File: src/rtl/xgmii_rx_frame_monitor.sv
// Frame checker on the lane-0-aligned 64-bit XGMII RX stream: delimits frames,
// measures length, classifies errors, tracks link-fault ordered sets.
module xgmii_rx_frame_monitor #(
    parameter int MIN_LEN   = 64,
    parameter int MAX_LEN   = 1518,
    parameter int FAULT_CLR = 128
) (
    input  logic        clk156,
    input  logic        sys_rst_n,
    input  logic [63:0] xgmii_rxd,
    input  logic [7:0]  xgmii_rxc,
    input  logic        clear_cnt,
    output logic        frame_done,
    output logic [15:0] frame_len,
    output logic [3:0]  frame_status,
    output logic [31:0] good_cnt,
    output logic [31:0] bad_cnt,
    output logic        local_fault,
    output logic        remote_fault
);
    localparam int FCW = $clog2(FAULT_CLR + 1);
    localparam logic [FCW-1:0] FCLR = FCW'(FAULT_CLR);

    typedef enum logic {IDLE = 1'b0, FRAME = 1'b1} state_t;

    function automatic logic [15:0] len_add(input logic [15:0] a, input logic [3:0] b);
        logic [16:0] s;
        s = {1'b0, a} + {13'd0, b};
        return s[16] ? 16'hFFFF : s[15:0];
    endfunction

    function automatic logic [31:0] cnt_inc(input logic [31:0] a);
        return (a == 32'hFFFF_FFFF) ? a : a + 32'd1;
    endfunction

    state_t         state_q, state_d;
    logic [15:0]    len_q, len_d;
    logic           ctrl_q, ctrl_d, pre_q, pre_d;
    logic           done_q;
    logic [15:0]    flen_q, flen_d;
    logic [3:0]     fstat_q, fstat_d;
    logic [31:0]    good_q, good_d, bad_q, bad_d;
    logic           lf_q, lf_d, rf_q, rf_d;
    logic [FCW-1:0] fcnt_q, fcnt_d;

    logic [2:0]  k_lane;
    logic [7:0]  k_byte;
    logic        start_w, pre_bad, close, close_ctrl;
    logic [15:0] close_len;
    logic        fault_seq, lf_word, rf_word;

    always_comb begin
        k_lane = 3'd0;
        for (int i = 7; i >= 0; i--) begin
            if (xgmii_rxc[i]) k_lane = 3'(i);
        end
        k_byte  = xgmii_rxd[{k_lane, 3'b000} +: 8];
        start_w = xgmii_rxc[0] && (xgmii_rxd[7:0] == 8'hFB);
        pre_bad = (xgmii_rxc[7:1] != 7'd0) || (xgmii_rxd[63:8] != 56'hD5_5555_5555_5555);

        state_d    = state_q;
        len_d      = len_q;
        ctrl_d     = ctrl_q;
        pre_d      = pre_q;
        close      = 1'b0;
        close_ctrl = ctrl_q;
        close_len  = len_q;

        if (state_q == IDLE) begin
            if (start_w) begin
                state_d = FRAME;
                len_d   = 16'd0;
                ctrl_d  = 1'b0;
                pre_d   = pre_bad;
            end
        end else if (xgmii_rxc == 8'd0) begin
            len_d = len_add(len_q, 4'd8);
        end else if (k_byte == 8'hFD) begin
            close     = 1'b1;
            close_len = len_add(len_q, {1'b0, k_lane});
            state_d   = IDLE;
        end else if (k_lane == 3'd0 && k_byte == 8'hFB) begin
            // Back-to-back start: close the old frame as errored, reopen on this word.
            close      = 1'b1;
            close_ctrl = 1'b1;
            len_d      = 16'd0;
            ctrl_d     = 1'b0;
            pre_d      = pre_bad;
        end else if (k_byte == 8'hFE) begin
            ctrl_d = 1'b1;
            len_d  = len_add(len_q, 4'd8);
        end else begin
            close      = 1'b1;
            close_ctrl = 1'b1;
            close_len  = len_add(len_q, {1'b0, k_lane});
            state_d    = IDLE;
        end

        flen_d  = flen_q;
        fstat_d = fstat_q;
        if (close) begin
            flen_d  = close_len;
            fstat_d = {close_len > 16'(MAX_LEN), close_len < 16'(MIN_LEN), close_ctrl, pre_q};
        end

        good_d = good_q;
        bad_d  = bad_q;
        if (clear_cnt) begin
            good_d = 32'd0;
            bad_d  = 32'd0;
        end else if (close) begin
            if (fstat_d == 4'd0) good_d = cnt_inc(good_q);
            else                 bad_d  = cnt_inc(bad_q);
        end

        fault_seq = (xgmii_rxc[3:0] == 4'h1) && (xgmii_rxd[7:0] == 8'h9C) &&
                    (xgmii_rxd[23:8] == 16'd0);
        lf_word   = fault_seq && (xgmii_rxd[31:24] == 8'h01);
        rf_word   = fault_seq && (xgmii_rxd[31:24] == 8'h02);
        lf_d      = lf_q;
        rf_d      = rf_q;
        fcnt_d    = fcnt_q;
        if (lf_word || rf_word) begin
            lf_d   = lf_word;
            rf_d   = rf_word;
            fcnt_d = '0;
        end else begin
            if (fcnt_q != FCLR) fcnt_d = fcnt_q + 1'b1;
            if (fcnt_d == FCLR) begin
                lf_d = 1'b0;
                rf_d = 1'b0;
            end
        end
    end

    always_ff @(posedge clk156 or negedge sys_rst_n) begin
        if (!sys_rst_n) begin
            state_q <= IDLE;
            len_q   <= '0;
            ctrl_q  <= 1'b0;
            pre_q   <= 1'b0;
            done_q  <= 1'b0;
            flen_q  <= '0;
            fstat_q <= '0;
            good_q  <= '0;
            bad_q   <= '0;
            lf_q    <= 1'b0;
            rf_q    <= 1'b0;
            fcnt_q  <= '0;
        end else begin
            state_q <= state_d;
            len_q   <= len_d;
            ctrl_q  <= ctrl_d;
            pre_q   <= pre_d;
            done_q  <= close;
            flen_q  <= flen_d;
            fstat_q <= fstat_d;
            good_q  <= good_d;
            bad_q   <= bad_d;
            lf_q    <= lf_d;
            rf_q    <= rf_d;
            fcnt_q  <= fcnt_d;
        end
    end

    assign frame_done   = done_q;
    assign frame_len    = flen_q;
    assign frame_status = fstat_q;
    assign good_cnt     = good_q;
    assign bad_cnt      = bad_q;
    assign local_fault  = lf_q;
    assign remote_fault = rf_q;
endmodule

File: config.mk
export PLATFORM = sky130hd
export DESIGN_NAME = xgmii_rx_frame_monitor
export DESIGN_NICKNAME = d
export VERILOG_FILES = /design/src/rtl/xgmii_rx_frame_monitor.sv
export SDC_FILE = /design/constraint.sdc
export NUM_CORES = 1
export LEC_CHECK = 0
export ABC_AREA = 1
export CAP_MARGIN = 40
export CORE_UTILIZATION = 54
export CTS_CLUSTER_DIAMETER = 150
export DETAILED_ROUTE_END_ITERATION = 12
export PLACE_DENSITY = 0.83
export SLEW_MARGIN = 15
export SYNTH_ARGS = -nofsm -noshare
export SYNTH_HDL_FRONTEND = slang
export SYNTH_SLANG_ARGS = --single-unit
export TNS_END_PERCENT = 10
File: constraint.sdc
create_clock -name clk156 -period 4.1 [get_ports clk156]
set_input_delay 1.23 -clock clk156 [delete_from_list [all_inputs] [get_ports clk156]]
set_output_delay 1.23 -clock clk156 [all_outputs]
set_load 0.05 [all_outputs]
==> metrics <==
GR Overflow Total=0; Max Cap Viol=0; final core utilization=0.792; CTS tree=done; Tmin final=4.41 ns; die width=~130 um; Tcrit/Tclk final=1.08; setup TNS=-16.48 ns; Cells after Synth=1324; layout cells sized above 1=0.174; n_diodes=0; vias in the first global route=slightly below 10000; Setup violations, final=64; Synth cell types=between 40 and 50; first-pass GRT wire length=47000 um; YS warnings=0; die area=0.0168 mm^2; Final ANT Viol Nets=0; relative slew slack=0.526; Cell Area, Synth=about 0.009 mm^2; DP Worst Slack=-0.816 ns; core area=around 0.016 mm^2; sequential area share after synthesis=0.325; number of vias per cell=between 5 and 6; Post-CTS Hold Fix Bufs=0; Worst-Skew Late Latency=0.43 ns; post-synth net total=around 1400; startpoint types=primary input; # rows=46; Setup crit end kind=register; gr usage total=0.356; Clk pin slew, worst setup/hold paths=roughly 0.06 ns; syn_area_per_cell=roughly 6.6 um^2; Leak=just under 0.006 uW; Vias=about 11000; Crit Path Class=primary input to register; fin nets=1700; DRT iter0 DRCs=between 1000 and 1500; Worst-Margin Slew=~0.7 ns; GP Congestion=0.952; pwr/cell area=approximately 360 mW/mm^2; DPL Wire Length=about 21000 um; Arr. time, crit path=4.78 ns; outcome=complete, but fails checks; violated checks=negative setup slack; I/O pin count=around 160; DR pass1 iterations=5; initial antenna violation count=0; Remaining DRCs=0; final hold violation count=0; final wirelength=30900 um; synthesis-stage register bit count=114; RSZ-0062 raised after global routing=yes; worst-path fanout max=8; top cell type's share of synthesized area=0.325; clock skew=~0.012 ns; CTS root buffer=clkbuf_16; final setup margin=-0.311 ns; CTS sink count=around 110; HP Class=register to register; VDD IR max=0.501 mV; Starting Density=0.553; largest net degree at the start of global routing=81; Area Growth Syn to Fin=43.4%; Die H=129 um; maximum clock frequency=227 MHz; H-tree Lvls=4; Slew Viols, Final=0; CTS Buf Count=17; Yosys top cell by area=dfrtp_1; Routed wire per std cell=between 15 and 20 um; Crit path required time=about 4.5 ns; clk buf depth=2; Synth area leaders=dfrtp_1 (33%), nand2_1 (15%), nand3_1 (7.5%), inv_1 (7.3%), nor2_1 (6.7%); PortBufs=roughly 160
## kinds of logic after synthesis
| family | synth area share |
|---|---|
| buffers and inverters | 0.107 |
| DFF | 0.325 |
| AOI/OAI and AO/OA | 0.0492 |
| xor gates and xnor gates | 0.0728 |
| adders and majority gates | 0.0137 |
| and+or+nand+nor | 0.433 |
## registers in the layout, summed over array words and instances, names as in the netlist
name	flops
good_cnt	32
pre_q	1
state_q	1
ctrl_q	1
fcnt_q	8
len_q	16
local_fault	1
frame_status	4
frame_len	16
bad_cnt	32
remote_fault	1
frame_done	1
## stage by stage
| stage | instance area (um^2) | power, uW | hold slack [ns] | std cells |
|---|---|---|---|---|
| 6_report | 12600 | 4580 | 0.485 | 1845 |
| 5_1_grt | 12600 | 4760 | 0.506 | 1845 |
| 4_1_cts | 12300 | 4500 | 0.478 | 1830 |
| 3_5_place_dp | 11400 | 3040 | 0.462 | 1776 |
| 3_3_place_gp | 11400 | 3010 | 0.456 | 1776 |
| 2_1_floorplan | 8840 | 2340 | 0.450 | 1324 |
## cell usage in the layout (no fill, tap or decap), drive strengths merged
master         count
o21a               1
nor3              46
a22oi              2
nand4             66
inv              179
o21ai             36
nor3b              2
clkdlybuf4s50    152
clkdlybuf4s15      1
dlygate4sd2        3
a21oi             18
a221oi             1
nand3b             4
ha                 8
dfrtp            114
o311ai             1
xnor2             26
or4                1
clkinvlp           5
nor4              41
o2111ai            2
or2                3
clkinv             7
o211ai             5
nor2             162
a31oi              7
buf              150
xor2              47
fa                 1
and2               1
nand2            375
nand3            136
bufinv             1
clkbuf            23
o31ai              2
## worst paths after layout
path | startpoint | end | slack (ns) | cells after the start
max | xgmii_rxc[0] | good_cnt[18] | -0.31 | 23
min | remote_fault | remote_fault | 0.48 | 2
max reg2reg | len_q[3] | bad_cnt[2] | 0.28 | 21
min reg2reg | remote_fault | remote_fault | 0.48 | 2
max in group asynchronous | sys_rst_n | state_q | 2.68 | 2
min in group asynchronous | sys_rst_n | bad_cnt[22] | 0.89 | 3
## cell type report
type | count | area [um^2]
inverter | 179 | 682
sequential | 114 | 2850
clock buffer | 19 | 433
tap | 216 | 270
clock inverter | 13 | 114
timing repair buffer | 310 | 2910
fill | 1157 | 3300
multi-input combinational | 994 | 5320
## metal layers
metal | GRT usage | wire length (um)
met5 | 0 | 0
met4 | 0.148 | 975
met1 | 0.439 | 12700
met2 | 0.616 | 14900
met3 | 0.0623 | 2280
## power breakdown
group	internal, uW	leakage, uW	switching, uW
registers	1270	0.00153	133
logic	680	0.00401	1100
clock network	829	0.000255	571
## cell usage after synthesis, drive strengths merged
master   number
clkbuf       17
nor3         46
nand3b        4
or2           3
o31ai         2
fa            1
nor2        162
inv         177
a31oi         7
nand4        66
and2          1
o2111ai       2
clkinv        2
dfrtp       114
a221oi        1
nand2       369
nor3b         2
or4           1
buf          26
o21a          1
xor2         47
nand3       136
a21oi        18
a22oi         2
xnor2        26
o211ai        5
ha            8
o311ai        1
nor4         41
o21ai        36
## worst max-delay path: stages
cell	delay, ns
dlygate4sd2_1	0.26
nor2_2	0.16
buf_4	0.18
nand2_8	0.08
buf_6	0.14
fa_2	0.39
o21ai_4	0.20
nand2_2	0.10
nor4_4	0.34
buf_4	0.18
nor2_2	0.04
o211ai_1	0.11
o21ai_1	0.16
a21oi_1	0.19
nand2_1	0.10
nand2_2	0.10
nand3_4	0.09
buf_12	0.15
nand4_4	0.07
buf_12	0.17
clkbuf_16	0.17
nand3_1	0.06
nand2_1	0.10
## timing repair
action,CTS,global route
cloned,4,4
setup endpoints to repair,64,64
resized for setup,42,44
pin swaps,21,32
setup buffers,18,10
Power figures use the tool's default switching activity.
